`src/rtl/song_recorder_if.sv`:
```
// Playback read port of the song recorder: the player drives the index, the recorder
// returns the {octave, note, length} entry plus the recording extent.
interface song_recorder_if #(
  parameter int OCTAVE_BITS = 2,
  parameter int NOTE_BITS   = 3,
  parameter int LENGTH_BITS = 3,
  parameter int ADDR_BITS   = 6
);
  logic [ADDR_BITS-1:0]   rd_addr;
  logic [OCTAVE_BITS-1:0] rd_octave;
  logic [NOTE_BITS-1:0]   rd_note;
  logic [LENGTH_BITS-1:0] rd_length;
  logic [ADDR_BITS-1:0]   track;
  logic                   empty;
  logic                   full;

  modport master (output rd_addr, input rd_octave, rd_note, rd_length, track, empty, full);
  modport slave  (input rd_addr, output rd_octave, rd_note, rd_length, track, empty, full);
endinterface

```
`src/rtl/song_recorder.sv`:
```
// Records debounced one-hot key presses as {octave, note, length} entries into a song RAM.
// Optional feature macro REC_REST_EN: also records silences between notes as note=0 entries.
module song_recorder #(
  parameter int NOTE_KEY_BITS = 7,
  parameter int OCTAVE_BITS   = 2,
  parameter int NOTE_BITS     = 3,
  parameter int LENGTH_BITS   = 3,
  parameter int DEPTH         = 64,
  parameter int ADDR_BITS     = 6,
  parameter int UNIT_CYCLES   = 12_500_000,
  parameter int DEB_CYCLES    = 1_000_000
) (
  input  logic                     clk,
  input  logic                     rst,
  input  logic                     en,
  input  logic [NOTE_KEY_BITS-1:0] key,
  input  logic [OCTAVE_BITS-1:0]   octave_in,
  song_recorder_if.slave           rd_bus,
  output logic                     recording,
  output logic [NOTE_KEY_BITS-1:0] led
);

  localparam int ENTRY_BITS = OCTAVE_BITS + NOTE_BITS + LENGTH_BITS;
  localparam int UNIT_W     = $clog2(UNIT_CYCLES + 1);
  localparam int DEB_W      = $clog2(DEB_CYCLES + 1);
  localparam logic [UNIT_W-1:0]      UNIT_LAST = UNIT_W'(UNIT_CYCLES - 1);
  localparam logic [DEB_W-1:0]       DEB_FULL  = DEB_W'(DEB_CYCLES);
  localparam logic [LENGTH_BITS-1:0] LEN_MAX   = {LENGTH_BITS{1'b1}};
  localparam logic [LENGTH_BITS-1:0] LEN_ONE   = LENGTH_BITS'(1);
  localparam logic [NOTE_BITS-1:0]   NOTE_REST = {NOTE_BITS{1'b0}};
  localparam logic [ADDR_BITS-1:0]   LAST_ADDR = ADDR_BITS'(DEPTH - 1);

  typedef enum logic [2:0] {
    ST_IDLE   = 3'd0,
    ST_ARM    = 3'd1,
    ST_NOTE   = 3'd2,
    ST_COMMIT = 3'd3,
    ST_DONE   = 3'd4
  } state_t;

  // Lowest pressed key wins when several are held.
  function automatic logic [NOTE_BITS-1:0] encode_note(input logic [NOTE_KEY_BITS-1:0] k);
    logic [NOTE_BITS-1:0] n;
    n = NOTE_REST;
    for (int i = NOTE_KEY_BITS - 1; i >= 0; i--) begin
      n = k[i] ? NOTE_BITS'(i + 1) : n;
    end
    return n;
  endfunction

  logic [NOTE_KEY_BITS-1:0] cand_r, deb_key_r;
  logic [DEB_W-1:0]         deb_cnt_r, run_s;
  logic [NOTE_BITS-1:0]     deb_note_s, cur_note_r;
  logic [OCTAVE_BITS-1:0]   cur_oct_r;
  logic [UNIT_W-1:0]        unit_cnt_r, load_cnt_s;
  logic [LENGTH_BITS-1:0]   units_r, commit_len_s;
  logic [ADDR_BITS-1:0]     wr_ptr_r, track_r;
  logic                     empty_r, full_r, recording_r, en_q_r;
  logic                     en_rise_s, clear_s, load_s, wr_en_s, rd_valid_s;
  logic [ENTRY_BITS-1:0]    entry_s, rd_entry_r;
  logic [ENTRY_BITS-1:0]    mem_r [DEPTH];
  state_t                   state_r, state_nxt;

  // Length of the run of identical raw samples, including the current one.
  always_comb begin
    run_s = DEB_W'(1);
    if (key == cand_r) begin
      if (deb_cnt_r == DEB_FULL) begin
        run_s = DEB_FULL;
      end else begin
        run_s = deb_cnt_r + DEB_W'(1);
      end
    end else begin
      run_s = DEB_W'(1);
    end
  end

  // Debouncer: accept a key pattern only once it has been stable long enough.
  always_ff @(posedge clk) begin
    if (rst) begin
      cand_r    <= {NOTE_KEY_BITS{1'b0}};
      deb_cnt_r <= {DEB_W{1'b0}};
      deb_key_r <= {NOTE_KEY_BITS{1'b0}};
    end else begin
      cand_r    <= key;
      deb_cnt_r <= run_s;
      if (run_s == DEB_FULL) deb_key_r <= key;
    end
  end

  assign deb_note_s = encode_note(deb_key_r);
  assign en_rise_s  = en & ~en_q_r;
  assign wr_en_s    = (state_r == ST_COMMIT) & ~rst;

  // Next-state logic; a note entered via COMMIT starts its unit count at 1 to cover the commit cycle.
  always_comb begin
    state_nxt  = state_r;
    clear_s    = 1'b0;
    load_s     = 1'b0;
    load_cnt_s = {UNIT_W{1'b0}};
    case (state_r)
      ST_IDLE: begin
        if (en_rise_s) begin
          state_nxt = ST_ARM;
          clear_s   = 1'b1;
        end else begin
          state_nxt = ST_IDLE;
        end
      end
      ST_ARM: begin
        if (!en) begin
          state_nxt = ST_IDLE;
        end else if (deb_note_s != NOTE_REST) begin
          state_nxt = ST_NOTE;
          load_s    = 1'b1;
        end else begin
          state_nxt = ST_ARM;
        end
      end
      ST_NOTE: begin
        if (!en && (cur_note_r == NOTE_REST)) begin
          state_nxt = ST_IDLE;
        end else if (!en || (deb_note_s != cur_note_r)) begin
          state_nxt = ST_COMMIT;
        end else begin
          state_nxt = ST_NOTE;
        end
      end
      ST_COMMIT: begin
        if (wr_ptr_r == LAST_ADDR) begin
          state_nxt = ST_DONE;
        end else if (!en) begin
          state_nxt = ST_IDLE;
        end else if (deb_note_s != NOTE_REST) begin
          state_nxt  = ST_NOTE;
          load_s     = 1'b1;
          load_cnt_s = UNIT_W'(1);
        end else begin
`ifdef REC_REST_EN
          state_nxt  = ST_NOTE;
          load_s     = 1'b1;
          load_cnt_s = UNIT_W'(1);
`else
          state_nxt  = ST_ARM;
`endif
        end
      end
      ST_DONE: begin
        if (!en) begin
          state_nxt = ST_IDLE;
        end else begin
          state_nxt = ST_DONE;
        end
      end
      default: begin
        state_nxt = ST_IDLE;
      end
    endcase
  end

  // Committed length is at least one unit.
  always_comb begin
    if (units_r == {LENGTH_BITS{1'b0}}) begin
      commit_len_s = LEN_ONE;
    end else begin
      commit_len_s = units_r;
    end
  end

  assign entry_s = {cur_oct_r, cur_note_r, commit_len_s};

  // FSM state, write pointer, recording extent and note timing.
  always_ff @(posedge clk) begin
    if (rst) begin
      state_r     <= ST_IDLE;
      en_q_r      <= 1'b0;
      recording_r <= 1'b0;
      wr_ptr_r    <= {ADDR_BITS{1'b0}};
      track_r     <= {ADDR_BITS{1'b0}};
      empty_r     <= 1'b1;
      full_r      <= 1'b0;
      cur_note_r  <= NOTE_REST;
      cur_oct_r   <= {OCTAVE_BITS{1'b0}};
      unit_cnt_r  <= {UNIT_W{1'b0}};
      units_r     <= {LENGTH_BITS{1'b0}};
    end else begin
      state_r     <= state_nxt;
      en_q_r      <= en;
      recording_r <= (state_nxt == ST_ARM) || (state_nxt == ST_NOTE) || (state_nxt == ST_COMMIT);
      if (clear_s) begin
        wr_ptr_r <= {ADDR_BITS{1'b0}};
        track_r  <= {ADDR_BITS{1'b0}};
        empty_r  <= 1'b1;
        full_r   <= 1'b0;
      end else if (wr_en_s) begin
        wr_ptr_r <= wr_ptr_r + ADDR_BITS'(1);
        track_r  <= wr_ptr_r;
        empty_r  <= 1'b0;
        if (wr_ptr_r == LAST_ADDR) full_r <= 1'b1;
      end
      if (load_s) begin
        cur_note_r <= deb_note_s;
        cur_oct_r  <= (deb_note_s == NOTE_REST) ? {OCTAVE_BITS{1'b0}} : octave_in;
        unit_cnt_r <= load_cnt_s;
        units_r    <= {LENGTH_BITS{1'b0}};
      end else if (state_r == ST_NOTE) begin
        if (unit_cnt_r == UNIT_LAST) begin
          unit_cnt_r <= {UNIT_W{1'b0}};
          if (units_r != LEN_MAX) units_r <= units_r + LEN_ONE;
        end else begin
          unit_cnt_r <= unit_cnt_r + UNIT_W'(1);
        end
      end
    end
  end

  // Song RAM write port; contents survive reset, validity comes from empty/track.
  always_ff @(posedge clk) begin
    if (wr_en_s) mem_r[wr_ptr_r] <= entry_s;
  end

  assign rd_valid_s = ~empty_r && (rd_bus.rd_addr <= track_r);

  // Read-first registered read port; out-of-range or empty reads return a rest.
  always_ff @(posedge clk) begin
    if (rst) begin
      rd_entry_r <= {ENTRY_BITS{1'b0}};
    end else if (rd_valid_s) begin
      rd_entry_r <= mem_r[rd_bus.rd_addr];
    end else begin
      rd_entry_r <= {ENTRY_BITS{1'b0}};
    end
  end

  assign {rd_bus.rd_octave, rd_bus.rd_note, rd_bus.rd_length} = rd_entry_r;
  assign rd_bus.track = track_r;
  assign rd_bus.empty = empty_r;
  assign rd_bus.full  = full_r;
  assign recording    = recording_r;
  assign led          = deb_key_r;

endmodule
```
`src/flat_wrapper.sv`:
```
// flat-port wrapper written by rule: the top's interface ports become plain ports
module song_recorder_flat 
#(
  parameter int NOTE_KEY_BITS = 7,
  parameter int OCTAVE_BITS   = 2,
  parameter int NOTE_BITS     = 3,
  parameter int LENGTH_BITS   = 3,
  parameter int DEPTH         = 64,
  parameter int ADDR_BITS     = 6,
  parameter int UNIT_CYCLES   = 12_500_000,
  parameter int DEB_CYCLES    = 1_000_000
)
  (clk, rst, en, key, octave_in, recording, led, rd_bus_rd_addr, rd_bus_rd_octave, rd_bus_rd_note, rd_bus_rd_length, rd_bus_track, rd_bus_empty, rd_bus_full);
  song_recorder_if #(.OCTAVE_BITS(OCTAVE_BITS), .NOTE_BITS(NOTE_BITS), .LENGTH_BITS(LENGTH_BITS), .ADDR_BITS(ADDR_BITS)) rd_bus_i ();
  input  logic clk;
  input  logic rst;
  input  logic en;
  input  logic [NOTE_KEY_BITS-1:0] key;
  input  logic [OCTAVE_BITS-1:0] octave_in;
  output logic recording;
  output logic [NOTE_KEY_BITS-1:0] led;
  input wire logic [$bits(rd_bus_i.rd_addr)-1:0] rd_bus_rd_addr;
  output wire logic [$bits(rd_bus_i.rd_octave)-1:0] rd_bus_rd_octave;
  output wire logic [$bits(rd_bus_i.rd_note)-1:0] rd_bus_rd_note;
  output wire logic [$bits(rd_bus_i.rd_length)-1:0] rd_bus_rd_length;
  output wire logic [$bits(rd_bus_i.track)-1:0] rd_bus_track;
  output wire logic [$bits(rd_bus_i.empty)-1:0] rd_bus_empty;
  output wire logic [$bits(rd_bus_i.full)-1:0] rd_bus_full;
  assign rd_bus_i.rd_addr = rd_bus_rd_addr;
  assign rd_bus_rd_octave = rd_bus_i.rd_octave;
  assign rd_bus_rd_note = rd_bus_i.rd_note;
  assign rd_bus_rd_length = rd_bus_i.rd_length;
  assign rd_bus_track = rd_bus_i.track;
  assign rd_bus_empty = rd_bus_i.empty;
  assign rd_bus_full = rd_bus_i.full;
  song_recorder #(.NOTE_KEY_BITS(NOTE_KEY_BITS), .OCTAVE_BITS(OCTAVE_BITS), .NOTE_BITS(NOTE_BITS), .LENGTH_BITS(LENGTH_BITS), .DEPTH(DEPTH), .ADDR_BITS(ADDR_BITS), .UNIT_CYCLES(UNIT_CYCLES), .DEB_CYCLES(DEB_CYCLES)) u_core (.clk(clk), .rst(rst), .en(en), .key(key), .octave_in(octave_in), .rd_bus(rd_bus_i), .recording(recording), .led(led));
endmodule
```
`config.mk`:
```
export PLATFORM = sky130hd
export DESIGN_NAME = song_recorder_flat
export DESIGN_NICKNAME = d
export VERILOG_FILES = /design/src/rtl/song_recorder_if.sv /design/src/rtl/song_recorder.sv /design/src/flat_wrapper.sv
export SDC_FILE = /design/constraint.sdc
export NUM_CORES = 1
export LEC_CHECK = 0
export ABC_CLOCK_PERIOD_IN_PS = 4600
export CAP_MARGIN = 5
export CORE_UTILIZATION = 55
export CTS_CLUSTER_SIZE = 30
export DETAILED_ROUTE_END_ITERATION = 6
export PLACE_DENSITY = 0.83
export SYNTH_ARGS = -nofsm -noshare
export SYNTH_HDL_FRONTEND = slang
export SYNTH_SLANG_ARGS = --single-unit
```
`constraint.sdc`:
```
create_clock -name clk -period 4.6 [get_ports clk]
set_input_delay 0.46 -clock clk [delete_from_list [all_inputs] [get_ports clk]]
set_output_delay 0.46 -clock clk [all_outputs]
set_load 0.005 [all_outputs]
```
==> metrics.md <==
| Metric | Value |
|---|---|
| Vias post-DR | 12600 |
| Final worst slack | between 1 and 1.5 ns |
| Post-CTS Setup Inserts | 0 |
| Setup Crit Path Kind | flop to flop |
| Crit end category | flop |
| Area Overhead vs Synth | 12.3% |
| CP Cell Sequence | nand3b_1 -> nor3_1 -> nand2_1 -> nor2_1 |
| Crit share post-route | between 70% and 80% |
| Post-Layout Cell Count | 2015 |
| Routability cong. | 0.804 |
| Pre-CTS setup slack | around 1.2 ns |
| Longest Clk Path Bufs | 3 |
| Total grt overflow | 0 |
| Clk_lat worst skew | between 0.6 and 0.7 ns |
| PD cells | 396 nW/µm² |
| Max Slew Vio Count | 0 |
| Design Area, Final | between 20000 and 30000 µm² |
| Hold_ws | a little under 0.5 ns |
| Unique masters post-synth | 59 |
| Post-Syn Nets | 1348 |
| Count of buffers from port buffering | between 40 and 50 |
| Final setup viols | 0 |
| Die Y | between 200 and 250 µm |
| Initial core utilization | a little under three fifths |
| Crit path max fanout | 11 |
| Worst path arrival time | around 3.7 ns |
| Post-Synthesis Cells | about 1300 |
| Maximum vdd drop | around 0.32 mV |
| Hold Buf Count CTS | 0 |
| Core Area | between 40000 and 50000 µm² |
| Synth Cell Area | roughly 24000 µm² |
| Max Freq | a little under 300 MHz |
| Worst Path Required | 4.84 ns |
| 1st-pass router iterations | 7 |
| Ports | 42 |
| Mapped Avg Cell Area | ~18 µm² |
| First-pass GRT wire length | slightly above 80000 µm |
| Layout Skew | around 0.026 ns |
| Clk root buf | clkbuf_16 |
| Unrepaired setup endpoints after global routing | false |
| Die Area | between 40000 and 50000 µm² |
| H-tree levels | 2 |
| Num CTS Buffers | 57 |
| GRT Resource Usage Total | between 20% and 30% |
| Vias per inst | 6.26 |
| CTS clk-pin slew, worst paths | 0.06 ns |
| Antenna violations before repair | 2 |
| Asr flop ratio synth | 0% |
| Dpl cells | 1907 |
| Setup TNS | 0 ns |
| Row count | 76 |
| Detailed Route WL | around 54000 µm |
| Detailed placer's ending HPWL | roughly 32000 µm |
| Seq cells post-synth | 605 |
| Crit path largest cell delay | 0.94 ns |
| Drt wl/cell | ~27 µm |
| DP Area | ~25000 µm² |
| Top FF cell, synth | edfxtp_1 |
| DRT iter0 DRCs | about 1600 |
| CTS Sinks | between 600 and 700 |
| Post-CTS Resized | 0 |
| Relative slew slack | between 10% and 20% |
| Routed Antenna Nets | 0 |
| Die width | 211 µm |
| Fin nets | between 1000 and 1500 |
| Setup crit start kind | flop |
| EDFF count, synth | ~510 |
| Status | completed |
| Hold crit path type | primary input to flop |
| LEAKAGE | 7.62 nW |
| Vias in the first global route | roughly 13000 |
| Max Cap Viol | 0 |
| Slew @ Worst Pin | between 1 and 1.5 ns |
| Largest net degree at the start of global routing | 70 |
| YS warnings | 0 |
| Worst path slowest cell | nor2_1 |
| Post-layout min period | ~3.4 ns |
| # DRC | 0 |
| Fin. Hold Viols | 0 |
| CTS tree | built |
| Layout cells sized above 1 | ~22% |
| Register area share after synthesis | 71.4% |
-- cell type report --
class / instances / area, µm²
clock inverter: 31 / 283
inverter: 20 / 75.1
sequential: 605 / 17200
antenna: 1 / 2.50
fill: 2944 / 16100
clock buffer: 76 / 1540
timing repair buffer: 69 / 662
multi-input combinational: 628 / 6550
tap: 585 / 732
-- power breakdown --
group | total (mW) | switching (mW) | internal [mW]
clock network | 4.57 | 2.04 | 2.53
logic | 0.283 | 0.146 | 0.138
registers | 5.87 | 0.00461 | 5.86
-- synth_stat cells (all sizes together), types with 2 or more instances --
cell | count | area share, %
nand2 | 51 | 0.79
inv | 20 | 0.31
mux4 | 168 | 16
or3 | 5 | 0.13
nor4 | 13 | 0.40
a22oi | 2 | 0.062
nor3 | 18 | 0.39
xnor2 | 25 | 0.91
a32oi | 2 | 0.073
and4 | 2 | 0.073
and2 | 4 | 0.10
nand3b | 3 | 0.093
nor3b | 11 | 0.34
and3 | 7 | 0.18
nand3 | 21 | 0.50
o21a | 4 | 0.12
o21ai | 9 | 0.19
xor2 | 28 | 1.0
nor2b | 19 | 0.49
edfxtp | 512 | 64
ha | 13 | 0.67
nor2 | 144 | 2.2
or2 | 3 | 0.078
nor4b | 4 | 0.15
nand2b | 6 | 0.16
dfxtp | 93 | 7.7
buf | 19 | 0.38
nand4 | 12 | 0.44
or4 | 2 | 0.078
or3b | 3 | 0.11
clkbuf | 45 | 0.71
mux2 | 9 | 0.42
mux2i | 7 | 0.29
a21oi | 18 | 0.42
o311ai | 3 | 0.11
-- critical path: cells and delay by family (launching register included) --
kind	cells	cell delay, ns
and+or+nand+nor	4	2.62
DFF	1	0.42
-- kinds of logic after synthesis --
family / share of synthesized area [%]
flops: 71.4
fa+ha+maj: 0.674
buf+inv: 1.40
mux: 16.4
compound gates: 1.32
xor+xnor: 1.92
simple gates: 6.84
-- state kept, by name (all words and copies together) (netlist names) --
signal / count
u_core.en_q_r: 1
u_core.cur_oct_r: 2
u_core.units_r: 3
u_core.led: 7
u_core.rd_bus.empty: 1
u_core.cur_note_r: 3
u_core.rd_bus.full: 1
u_core.mem_r: 512
u_core.recording: 1
u_core.deb_cnt_r: 20
u_core.cand_r: 7
u_core.rd_entry_r: 8
u_core.rd_bus.track: 6
u_core.unit_cnt_r: 24
u_core.wr_ptr_r: 6
u_core.state_r: 3
-- stage by stage --
step | utilization (%) | power [mW]
after floorplan | - | 6.18
after global placement | 58.5 | 6.26
after detailed placement | 58.5 | 6.27
after CTS | 62.7 | 10.8
after global routing | 62.7 | 11.0
final | 62.7 | 10.7
-- worst paths after layout --
path	slack, ns	to	cells past startpoint	start
worst max register to register	1.18	u_core.mem_r[24][2]	4	u_core.state_r[0]
worst min register to register	0.49	u_core.rd_bus.track[1]	2	u_core.rd_bus.track[1]
worst min-delay path	0.48	u_core.cand_r[0]	2	key[0]
worst max-delay path	1.18	u_core.mem_r[24][2]	4	u_core.state_r[0]
-- routing by layer --
metal | share of wire [%] | vias to the layer above | track usage (%)
li1 | - | 5336 | -
met3 | 9.1 | 120 | 5.71
met5 | 0.024 | - | 0
met4 | 2.9 | 2 | 7.72
met1 | 37 | 6441 | 32.8
met2 | 51 | 706 | 42.0
-- cell usage in the layout (no fill, tap or decap), types with 8 or more instances in the layout --
cell / netlist / final
a21oi_1: 17 / 17
nor3_1: 17 / 17
clkinv_2: 0 / 9
o21ai_0: 9 / 8
ha_1: 13 / 13
clkinv_1: 0 / 11
mux2_2: 9 / 9
mux4_2: 168 / 168
edfxtp_1: 512 / 512
dfxtp_1: 93 / 87
nand3_1: 18 / 18
nor3b_1: 11 / 11
xnor2_1: 25 / 25
buf_4: 1 / 25
xor2_1: 28 / 28
nand2_1: 51 / 50
nor2b_1: 19 / 19
inv_1: 20 / 20
nor2_1: 144 / 144
clkbuf_16: 0 / 57
nand4_1: 10 / 10
clkdlybuf4s50_1: 0 / 37
nor4_1: 12 / 12
clkbuf_1: 44 / 15
Power figures use the tool's default switching activity.
